$ cat src/rtl/button_conditioner.sv
// Button front end for the Connect Four controls: synchronises, debounces and
// edge-detects three raw push-buttons. It produces one-cycle move/drop strobes.
// Left and right auto-repeat while they are held.
//
// Ports:
//   clk_25MHz   in   system clock, sole domain
//   rst         in   synchronous reset, active-high
//   btn_right   in   raw button, asynchronous, active-high
//   btn_left    in   raw button, asynchronous, active-high
//   btn_drop    in   raw button, asynchronous, active-high
//   move_right  out  one-cycle strobe, registered
//   move_left   out  one-cycle strobe, registered
//   drop_piece  out  one-cycle strobe, registered
//   btn_held    out  debounced levels {drop,left,right}, registered
module button_conditioner #(
    parameter int unsigned DEBOUNCE_CYCLES = 250000,
    parameter int unsigned REPEAT_DELAY    = 10000000,
    parameter int unsigned REPEAT_PERIOD   = 3750000
) (
    input  logic       clk_25MHz,
    input  logic       rst,
    input  logic       btn_right,
    input  logic       btn_left,
    input  logic       btn_drop,
    output logic       move_right,
    output logic       move_left,
    output logic       drop_piece,
    output logic [2:0] btn_held
);

    localparam int unsigned NUM_BTN = 3;
    localparam int unsigned NUM_RPT = 2;
    localparam int unsigned DB_W    = (DEBOUNCE_CYCLES > 1) ? $clog2(DEBOUNCE_CYCLES) : 1;
    localparam int unsigned RPT_MAX = (REPEAT_DELAY > REPEAT_PERIOD) ? REPEAT_DELAY : REPEAT_PERIOD;
    localparam int unsigned RPT_W   = $clog2(RPT_MAX + 1);

    typedef enum logic [1:0] {
        RPT_IDLE   = 2'd0,
        RPT_DELAY  = 2'd1,
        RPT_REPEAT = 2'd2
    } rpt_state_e;

    // bit order everywhere: [0]=right, [1]=left, [2]=drop
    logic [NUM_BTN-1:0] raw_c;
    logic [NUM_BTN-1:0] sync1_q, sync1_d;
    logic [NUM_BTN-1:0] sync2_q, sync2_d;
    logic [NUM_BTN-1:0] deb_q, deb_d;
    logic [NUM_BTN-1:0] held_q, held_d;
    logic [NUM_BTN-1:0] held_prev_q, held_prev_d;
    logic [DB_W-1:0]    db_cnt_q [NUM_BTN];
    logic [DB_W-1:0]    db_cnt_d [NUM_BTN];

    rpt_state_e         rpt_st_q  [NUM_RPT];
    rpt_state_e         rpt_st_d  [NUM_RPT];
    logic [RPT_W-1:0]   rpt_cnt_q [NUM_RPT];
    logic [RPT_W-1:0]   rpt_cnt_d [NUM_RPT];

    logic [NUM_BTN-1:0] rise_c;
    logic [NUM_RPT-1:0] move_cand_c;
    logic               drop_cand_c;
    logic               both_moves_c;

    logic               move_right_q, move_right_d;
    logic               move_left_q,  move_left_d;
    logic               drop_piece_q, drop_piece_d;

    assign raw_c = {btn_drop, btn_left, btn_right};

    // Next-state logic: synchroniser, debounce, repeat FSMs and arbitration.
    always_comb begin
        sync1_d      = raw_c;
        sync2_d      = sync1_q;
        deb_d        = deb_q;
        held_d       = deb_q;
        held_prev_d  = held_q;
        move_cand_c  = '0;
        rise_c       = held_q & ~held_prev_q;
        drop_cand_c  = rise_c[2];
        both_moves_c = held_q[0] & held_q[1];

        // Counter only advances while the synced level disagrees with the accepted one.
        for (int i = 0; i < int'(NUM_BTN); i++) begin
            db_cnt_d[i] = '0;
            if (sync2_q[i] != deb_q[i]) begin
                if (db_cnt_q[i] == DB_W'(DEBOUNCE_CYCLES - 1)) begin
                    deb_d[i] = ~deb_q[i];
                end else begin
                    db_cnt_d[i] = db_cnt_q[i] + DB_W'(1);
                end
            end
        end

        // Repeat timers count down and fire on the cycle the count is 1,
        // so a load of N yields strobes spaced exactly N cycles apart.
        for (int i = 0; i < int'(NUM_RPT); i++) begin
            rpt_st_d[i]  = rpt_st_q[i];
            rpt_cnt_d[i] = rpt_cnt_q[i];
            if (!held_q[i]) begin
                rpt_st_d[i]  = RPT_IDLE;
                rpt_cnt_d[i] = '0;
            end else begin
                case (rpt_st_q[i])
                    RPT_IDLE: begin
                        if (rise_c[i]) begin
                            move_cand_c[i] = 1'b1;
                            rpt_cnt_d[i]   = RPT_W'(REPEAT_DELAY);
                            rpt_st_d[i]    = RPT_DELAY;
                        end
                    end
                    RPT_DELAY, RPT_REPEAT: begin
                        if (rpt_cnt_q[i] <= RPT_W'(1)) begin
                            move_cand_c[i] = 1'b1;
                            rpt_cnt_d[i]   = RPT_W'(REPEAT_PERIOD);
                            rpt_st_d[i]    = RPT_REPEAT;
                        end else begin
                            rpt_cnt_d[i] = rpt_cnt_q[i] - RPT_W'(1);
                        end
                    end
                    default: begin
                        rpt_st_d[i]  = RPT_IDLE;
                        rpt_cnt_d[i] = '0;
                    end
                endcase
            end
        end

        // Drop beats any coincident move; both moves held masks both outright.
        drop_piece_d = drop_cand_c;
        move_right_d = move_cand_c[0] & ~both_moves_c & ~drop_cand_c;
        move_left_d  = move_cand_c[1] & ~both_moves_c & ~drop_cand_c;
    end

    // State registers.
    always_ff @(posedge clk_25MHz) begin
        if (rst) begin
            sync1_q      <= '0;
            sync2_q      <= '0;
            deb_q        <= '0;
            held_q       <= '0;
            held_prev_q  <= '0;
            move_right_q <= 1'b0;
            move_left_q  <= 1'b0;
            drop_piece_q <= 1'b0;
            for (int i = 0; i < int'(NUM_BTN); i++) begin
                db_cnt_q[i] <= '0;
            end
            for (int i = 0; i < int'(NUM_RPT); i++) begin
                rpt_st_q[i]  <= RPT_IDLE;
                rpt_cnt_q[i] <= '0;
            end
        end else begin
            sync1_q      <= sync1_d;
            sync2_q      <= sync2_d;
            deb_q        <= deb_d;
            held_q       <= held_d;
            held_prev_q  <= held_prev_d;
            move_right_q <= move_right_d;
            move_left_q  <= move_left_d;
            drop_piece_q <= drop_piece_d;
            for (int i = 0; i < int'(NUM_BTN); i++) begin
                db_cnt_q[i] <= db_cnt_d[i];
            end
            for (int i = 0; i < int'(NUM_RPT); i++) begin
                rpt_st_q[i]  <= rpt_st_d[i];
                rpt_cnt_q[i] <= rpt_cnt_d[i];
            end
        end
    end

    assign move_right = move_right_q;
    assign move_left  = move_left_q;
    assign drop_piece = drop_piece_q;
    assign btn_held   = held_q;

endmodule

$ cat config.mk
export PLATFORM = sky130hd
export DESIGN_NAME = button_conditioner
export DESIGN_NICKNAME = d
export VERILOG_FILES = /design/src/rtl/button_conditioner.sv
export SDC_FILE = /design/constraint.sdc
export NUM_CORES = 1
export LEC_CHECK = 0
export CAP_MARGIN = 10
export CORE_AREA = 5 5 106 108
export DETAILED_ROUTE_END_ITERATION = 10
export DIE_AREA = 0 0 111 113
export PLACE_DENSITY = 0.76
export SETUP_SLACK_MARGIN = 0.4
export SYNTH_ARGS = -nofsm -noshare
export SYNTH_HDL_FRONTEND = slang
export SYNTH_SLANG_ARGS = --single-unit
$ cat constraint.sdc
create_clock -name clk_25MHz -period 2.9 [get_ports clk_25MHz]
set_clock_uncertainty 0.2 [all_clocks]
set_input_delay 0.87 -clock clk_25MHz [delete_from_list [all_inputs] [get_ports clk_25MHz]]
set_output_delay 0.87 -clock clk_25MHz [all_outputs]
set_load 0.02 [all_outputs]
Yosys cells after proc, flatten, opt, wreduce, memory -nomap -nowiden:

Memories as Yosys holds them, arrays and structs flattened.
Cells that the tools add are included.

* add/sub/neg operators: 5
* multiply operators: 0
* divide/modulo/power cells: 0
* magnitude comparators: 2
* equal/unequal tests: 10
* shifts and indexed selects: 0
* multiplexer cells: 40
* bitwise gates (word level): 19
* reductions and logical operators: 7

Operator list (number)
* 24-bit 2-to-1 mux: 8
* 18-bit 2-to-1 mux: 9
* 24-bit one-hot mux with 2 select lines: 2
* 18-bit by 1-bit adder with 18-bit output, second input constant: 3
* 18-bit equality test, second input constant: 3
* 24-bit by 1-bit less-or-equal comparator with 1-bit output, second input constant: 2
* 24-bit by 1-bit subtractor with 24-bit output, second input constant: 2
* 2-bit 2-to-1 mux: 8
* 1-bit 2-to-1 mux: 9
* 2-bit one-hot mux with 2 select lines: 2
* 1-bit OR: 7
* 2-bit AND reduction: 3
* 1-bit AND: 5
* 1-bit inverter: 5
* 2-bit by 1-bit equality test with 1-bit output, second input constant: 2
* 2-bit equality test, second input constant: 2
* 2-bit zero test: 2
* 1-bit one-hot mux with 2 select lines: 2
* 2-bit OR reduction: 2
* 3-bit AND: 1
* 1-bit inequality test: 3
* 3-bit inverter: 1

* bits in registers: 18
* latch bits: 0
* RAM bits: 106
* memory bits (read-only): 0
* memories: 3

Memory list
* db_cnt_q: depth 3, bits a word 18, read ports 3, clocked after Yosys merged registers in 0, wr ports 3, line 50 `logic [DB_W-1:0] db_cnt_q [NUM_BTN];`
* rpt_cnt_q: depth 2, bits a word 24, read ports 2, clocked after Yosys merged registers in 0, wr ports 2, line 55 `logic [RPT_W-1:0] rpt_cnt_q [NUM_RPT];`
* rpt_st_q: depth 2, bits a word 2, read ports 2, clocked after Yosys merged registers in 0, wr ports 2, line 53 `rpt_state_e rpt_st_q [NUM_RPT];`

Depth between registers and ports, before layout:

* depth after elaboration: 7
* depth in mapped cells: 8

Worst setup path after synthesis:

No wires, ideal clock.

* kind: register -> register
* from: memory rpt_st_q[0][3] (netlist name)
* to: memory rpt_cnt_q[0][46] (netlist name)
* setup time: 0.070 ns
* data arrival time: 1.966 ns
* slack: 0.664 ns
* cell stages (with the launch flop): 9
* buffers on the path: 1
* clock period less this slack: 2.236 ns
* cell sequence: dfxtp_1 > inv_1 > ha_1 > nand2b_1 > clkbuf_1 > a21oi_1 > nand2_1 > or3_1 > a21oi_1

RTL lines (line)
* start: declaration: 53
* end: declaration: 55

Worst setup path in the final report:

* from: register held_q[0], in the netlist btn_held[0]
* to: output btn_held[0]

RTL lines
* start: declaration: line 48 `logic [NUM_BTN-1:0] held_q, held_d;`
* start signal: assignment: line 155 `held_q <= held_d;`
* end: declaration: line 28 `output logic [2:0] btn_held`

No word-level cell between the ends.

==> flow_metrics.env <==
export IMPL_yosys_area_top_type="dfxtp_1"
export IMPL_p_per_area_nw_per_um2=568
export IMPL_clock_latency_ps=530
export IMPL_cp_arrival_ps=1310
export IMPL_cp_start_kind="register"
export IMPL_fp_row_count=37
export IMPL_die_y_um=113
export IMPL_whs_ps=219
export IMPL_grt_pass1_vias=5138
export IMPL_antenna_found_initial=0
export IMPL_numCtsBuffers=17
export IMPL_coreArea_sq_um=10100
export IMPL_async_flop_share=0
export IMPL_max_clock_path_buffers=2
export IMPL_cp_num_buf_inv=1
export IMPL_crit_path_end_kind="output port"
export IMPL_critPathMaxStageDelay_ps=410
export IMPL_synth_area_top_cells="dfxtp_1 42%, nor2_1 6.6%, xor2_1 4.4%, a21oi_1 4.4%, xnor2_1 4.1%"
export IMPL_place_area_sq_um=6230
export IMPL_portBuffers=10
export IMPL_avgViaCountPerCell=6.03
export IMPL_synth_seq_cells=124
export IMPL_fin_tns_setup_ps=0
export IMPL_yosysUniqueCellTypes=64
export IMPL_design_area_sq_um=6870
export IMPL_final_max_slew_viol_count=0
export IMPL_ios=11
export IMPL_initialDrtViolationCount=345
export IMPL_p_leak_nw=2.49
export IMPL_r2r_start="rpt_cnt_q[0][27]"
export IMPL_holdCritStartpoint="held_prev_q[2]"
export IMPL_path_class="register to output port"
export IMPL_crit_required_ps=1830
export IMPL_netlist_instances=714
export IMPL_finalHoldViolations=0
export IMPL_synth_top_area_frac=0.417
export IMPL_crit_fanout=4
export IMPL_utilization=0.678
export IMPL_clk_pin_slew_ps=60
export IMPL_ant_nets=0
export IMPL_ir_drop_v=0.000561
export IMPL_grt_pass1_wl_mm=23.4
export IMPL_place_hpwl_mm=8.98
export IMPL_cp_slowest_cell="dfxtp_1"
export IMPL_clock_fmax_mhz=421
export IMPL_vias=5295
export IMPL_synth_fp_nets=730
export IMPL_rsz0062_at_grt="true"
export IMPL_tritoncts="done"
export IMPL_min_period_ps=2380
export IMPL_track_usage=0.225
export IMPL_synth_edf_count=0
export IMPL_slew_headroom=0.374
export IMPL_cts_root_buf="clkbuf_8"
export IMPL_min_path_type="register to register"
export IMPL_grt_max_degree=26
export IMPL_antenna_cells=0
export IMPL_wire_per_inst_um=15.5
export IMPL_dieArea_sq_um=12500
export IMPL_finalSetupViolCount=0
export IMPL_initial_utilization=0.588
export IMPL_syn2layout_area_growth_pct=15.3
export IMPL_cp_top_family="flip-flops"
export IMPL_num_nets_final=746
export IMPL_grt_overflow=0
export IMPL_avgSynthCellArea_sq_um=8.35
export IMPL_synth_ff_type="dfxtp_1"
export IMPL_cts_num_sinks=124
export IMPL_cp_startpoint="btn_held[0]"
export IMPL_ys_seq_area_frac=0.417
export IMPL_power_mw=3.90
export IMPL_maxCapViolations=0
export IMPL_drc=0
export IMPL_synth_warnings=0
export IMPL_syn_area_sq_um=5960
export IMPL_place_congestion=0.887
export IMPL_tightestPinTransition_ps=938
export IMPL_h_tree_depth=4
export IMPL_drive_gt1_frac=0.0997
export IMPL_firstDrtPassIters=5
export IMPL_fin_crit_sh=0.820
export IMPL_routed_wl_mm=13.6
export IMPL_crit_path_cell_trace="dlygate4sd2_1"
export IMPL_die_x_um=111
export IMPL_status="finished clean"
[per-layer routing]
| metal | GRT usage | part of all wire |
|---|---|---|
| met3 | 0.0535 | 0.080 |
| met1 | 0.282 | 0.42 |
| met2 | 0.370 | 0.48 |
| met5 | 0 | 0 |
| met4 | 0.0993 | 0.020 |
[where the power goes]
part	internal, mW	switching (mW)
sequential	1.71	0.00276
combinational	0.0125	0.0123
clock	1.39	0.772
total	3.11	0.787
[cell usage after synthesis (6+ instances only)]
cell type  instances
a211oi_1           7
a21oi_1           52
a31oi_1           10
and3_1             9
clkbuf_1          25
dfxtp_1          124
ha_1              11
inv_1             26
nand2_1           32
nand2b_1           6
nand3_1           46
nand4_1           17
nor2_1           104
nor2b_1           15
nor3_1            24
nor4_1            12
o21ai_0           22
or3_1             12
or4_1             11
xnor2_1           28
xor2_1            30
[metrics by stage]
stage / worst slack, ps / cells
floorplan: 664 / 714
global placement: 164 / 845
detailed placement: 126 / 845
CTS: 439 / 876
global route: 378 / 878
finish: 523 / 878
[placed cells by master (no fill, tap or decap), drive strengths merged, types with 4 or more instances in the layout]
| cell | netlist | routed |
|---|---|---|
| xnor2 | 28 | 28 |
| a21oi | 52 | 52 |
| nand2b | 6 | 6 |
| mux2i | 5 | 5 |
| clkinvlp | 0 | 4 |
| a31oi | 10 | 10 |
| dfxtp | 124 | 124 |
| o31ai | 5 | 5 |
| nand4 | 17 | 17 |
| nand2 | 33 | 33 |
| o21ai | 27 | 27 |
| nor4b | 4 | 4 |
| o221a | 4 | 4 |
| o41ai | 4 | 4 |
| or2 | 5 | 5 |
| o22ai | 4 | 4 |
| a211oi | 9 | 9 |
| or4 | 12 | 12 |
| nor2b | 15 | 15 |
| and3 | 9 | 9 |
| clkdlybuf4s50 | 0 | 4 |
| clkbuf | 25 | 21 |
| inv | 26 | 26 |
| and2 | 6 | 6 |
| o211ai | 5 | 5 |
| nand3 | 46 | 46 |
| or3 | 12 | 12 |
| ha | 11 | 11 |
| xor2 | 30 | 30 |
| nor3 | 25 | 25 |
| buf | 5 | 17 |
| nor2 | 105 | 105 |
| nor4 | 16 | 16 |
| dlygate4sd2 | 0 | 6 |
[repair_timing]
item | in CTS | in global routing
setup endpoints to repair | 6 | 33
gates resized for setup | 6 | 5
buffers inserted | 0 | 2
pin swaps | 0 | 3
hold buffers | 0 | 0
[state kept, by name (all words and copies together) (netlist names), 3 cells and up]
signal,flops
rpt_st_q,4
sync1_q,3
db_cnt_q,54
deb_q,3
sync2_q,3
rpt_cnt_q,48
held_prev_q,3
btn_held,3
[cell families (layout without fill, tap and decap cells)]
family | count (synthesis) | count (layout) | synth area share
XOR/XNOR | 58 | 58 | 0.0852
buffers and inverters | 56 | 84 | 0.0378
flip-flops | 124 | 124 | 0.417
AND/OR/NAND/NOR | 319 | 319 | 0.277
adder cells (fa/ha/maj) | 11 | 11 | 0.0231
multiplexers | 6 | 6 | 0.0103
AO/OA/AOI/OAI | 140 | 140 | 0.150
[path summary, 6_finish.rpt]
kind	endpoint	slack [ps]	depth (start not counted)
setup / recovery	btn_held[0]	520	1
hold / removal	drop_piece	220	1
setup reg to reg	rpt_cnt_q[0][46]	530	6
hold reg to reg	drop_piece	220	1
[final cells by class]
cell class | instances | area [sq um]
Tap cell | 136 | 170
Fill cell | 805 | 3260
Inverter | 26 | 97.6
Clock inverter | 10 | 139
Sequential cell | 124 | 2480
Timing Repair Buffer | 27 | 233
Clock buffer | 21 | 469
Multi-Input combinational cell | 534 | 3280
No activity file was read; power rests on OpenSTA's default activity.
==> RTL change, RTL diff (same flow settings) <==
Register the input `btn_left` before use, without a reset. The logic sees it one clock later. The other inputs are not delayed to match.
--- a/src/rtl/button_conditioner.sv
+++ b/src/rtl/button_conditioner.sv
@@ -40,6 +40,12 @@
         RPT_REPEAT = 2'd2
     } rpt_state_e;
 
+    logic btn_left_q;
+
+    always_ff @(posedge clk_25MHz) begin
+        btn_left_q <= btn_left;
+    end
+
     // bit order everywhere: [0]=right, [1]=left, [2]=drop
     logic [NUM_BTN-1:0] raw_c;
     logic [NUM_BTN-1:0] sync1_q, sync1_d;
@@ -64,7 +70,7 @@
     logic               move_left_q,  move_left_d;
     logic               drop_piece_q, drop_piece_d;
 
-    assign raw_c = {btn_drop, btn_left, btn_right};
+    assign raw_c = {btn_drop, btn_left_q, btn_right};
 
     // Next-state logic: synchroniser, debounce, repeat FSMs and arbitration.
     always_comb begin
Formal check against the unedited RTL: no difference found for any inputs over 10 cycles, from zero or initial values and one cycle with rst high; that may be too few to reach the edited logic, so the function may still have changed.
==> RTL change against the unedited design <==
Total power fell by 0.85%. Worst setup slack got worse by 0.033 ns. Design area rose by 1.1%. Area after synthesis rose by 0.42%. Core utilization rose by 0.78 points. Sequential cell count rose by 1. Wire length fell by 2.2%.
==> RTL change: results (changes against the unedited design) <==
metric	value	unit	change
status	finished clean		
Commonest cells post-synth	dfxtp_1, nor2_1, a21oi_1		
layout cells sized above 1	0.09354		-0.006186
Initial DRT Pass Iterations	5		unchanged
CP max FO	6		+2
final wirelength	13340	µm	-2.2%
worst hold path type	reg -> reg		
synth top area cells	dfxtp_1, nor2_1, xor2_1		
Num CTS Buffers	17		unchanged
clk slew on worst S/H paths	0.06	ns	about the same
DRT iter0 DRCs	366		+6.1%
Final Max Tran Viols	0		unchanged
DP Worst Slack	0.1603	ns	+0.03480 ns
Clock Tree Buf Depth	2		unchanged
met3 Use GR	0.06631		+0.01283
crit-path leading delay family	flip-flops		
clock latency on the worst-skew pair	0.53	ns	about the same
count of input and output buffers	10		unchanged
total track usage	0.2273		+0.002572
clk root buf	clkbuf_8		
CP peak stage delay	0.44	ns	+0.03 ns
DP HPWL	8943	µm	-0.43%
worst vdd ir	0.0004844	V	-14%
vias in the first global route	5175		+0.72%
Post-synth ARST share	0		unchanged
first-pass GRT wire length	23810	µm	+1.6%
Placer Congestion	0.8860		-0.11%
synth warn	0		unchanged
n_diodes	0		unchanged
Primary FF master, synth	dfxtp_1		
Worst Path Arrival	1.34	ns	+0.03 ns
nets@finish	763		+2.3%
Rel. slew slack	0.5473		+0.1729
Max H-tree Level	4		unchanged
largest net degree at the start of global routing	30		+15%
biggest regs	db_cnt_q x54, rpt_cnt_q x48, rpt_st_q x4		
placed insts	864		+2.2%
CP max-delay cell	dfxtp_1		
leak pwr	0.002473	µW	-0.80%
met1 global-route usage	0.2802		-0.001903
GR Layer Usage met2	0.3746		+0.004450
routed len/inst	14.90	µm	-4.1%
DR vias/cell	5.963		-1.1%
syn_nets	738		+1.1%
synth unique cells	61		-4.7%
FILL cells	790		-1.9%
Post-Syn Area per Cell	8.289	µm²	-0.69%
initial antenna violation count	0		unchanged
post-CTS setup buffer count	0		unchanged
sequential fraction of the synthesis area	0.4181		+0.001603
Yosys top cell area share	0.4181		+0.001603
## RTL change: changes by cell type in the layout (fill, tap and decap cells not counted), moves of 5 or more
cell,unedited run,this run
a21oi_1,52,43
a31oi_1,10,18
and3_1,9,2
buf_4,16,23
nand2_1,32,39
nand3_1,46,37
nand3b_1,2,8
nand4_1,17,23
nor2_1,104,112
nor4_1,11,20
o21ai_1,5,13
o31ai_1,5,0
or4_1,11,4
## RTL change: cells by family (layout without fill, tap and decap cells)
| group | count (synthesis) | count (layout) | share of synthesized area |
|---|---|---|---|
| XOR/XNOR | 61 | 61 | 0.08927 |
| multiplexers | 4 | 4 | 0.006691 |
| adder cells (fa/ha/maj) | 11 | 11 | 0.02300 |
| buffers and inverters | 50 | 87 | 0.03199 |
| AND/OR/NAND/NOR | 337 | 337 | 0.2929 |
| flip-flops | 125 | 125 | 0.4181 |
| AO/OA/AOI/OAI | 134 | 134 | 0.1380 |
## RTL change: layer usage
metal,vias up,part of all wire
met5,-,0
met4,0,0.018
met3,23,0.065
met2,153,0.48
met1,2526,0.44
li1,2635,-
## RTL change: path summary, 6_finish.rpt
check	start	to	slack, ns	depth (start not counted)
setup / recovery	btn_held[0]$_SDFF_PP0_	btn_held[0]	0.49	1
hold / removal	held_prev_q[2]$_SDFF_PP0_	drop_piece$_SDFF_PP0_	0.21	1
setup reg to reg	rpt_cnt_q[0][26]$_SDFFE_PP0P_	rpt_cnt_q[0][39]$_SDFFE_PP0P_	0.50	5
hold reg to reg	held_prev_q[2]$_SDFF_PP0_	drop_piece$_SDFF_PP0_	0.21	1
## RTL change: final cells by class
type | count | area, µm² | share of cell area
multi-input cells | 547 | 3334 | 0.4796
flip-flops and latches | 125 | 2502 | 0.3599
clock buffers | 18 | 427.9 | 0.06154
repair buffers | 33 | 265.3 | 0.03815
well taps | 136 | 170.2 | 0.02447
clock inverters | 13 | 166.4 | 0.02393
inverters | 23 | 86.33 | 0.01242
## RTL change: what timing repair did
item,in CTS,in global routing
hold buffers,0,0
setup endpoints to repair,7,46
pin swaps,0,0
resized for setup,7,7
## RTL change: power by group
group,switching (µW),total [µW],leakage [µW],internal [µW]
Sequential,2.87,1730,0.00101,1720
Clock,786,2120,0.000284,1330
Combinational,12.5,25.1,0.00118,12.5
Total,801,3870,0.00247,3070
## RTL change: metrics by stage
stage / power, µW / util / instance area [µm²]
after floorplan: 1776 / - / 5984
after global placement: 1787 / 0.6236 / 6322
after detailed placement: 1788 / 0.6236 / 6322
final: 3869 / 0.6858 / 6953
after global routing: 3989 / 0.6858 / 6953
after CTS: 3902 / 0.6823 / 6918
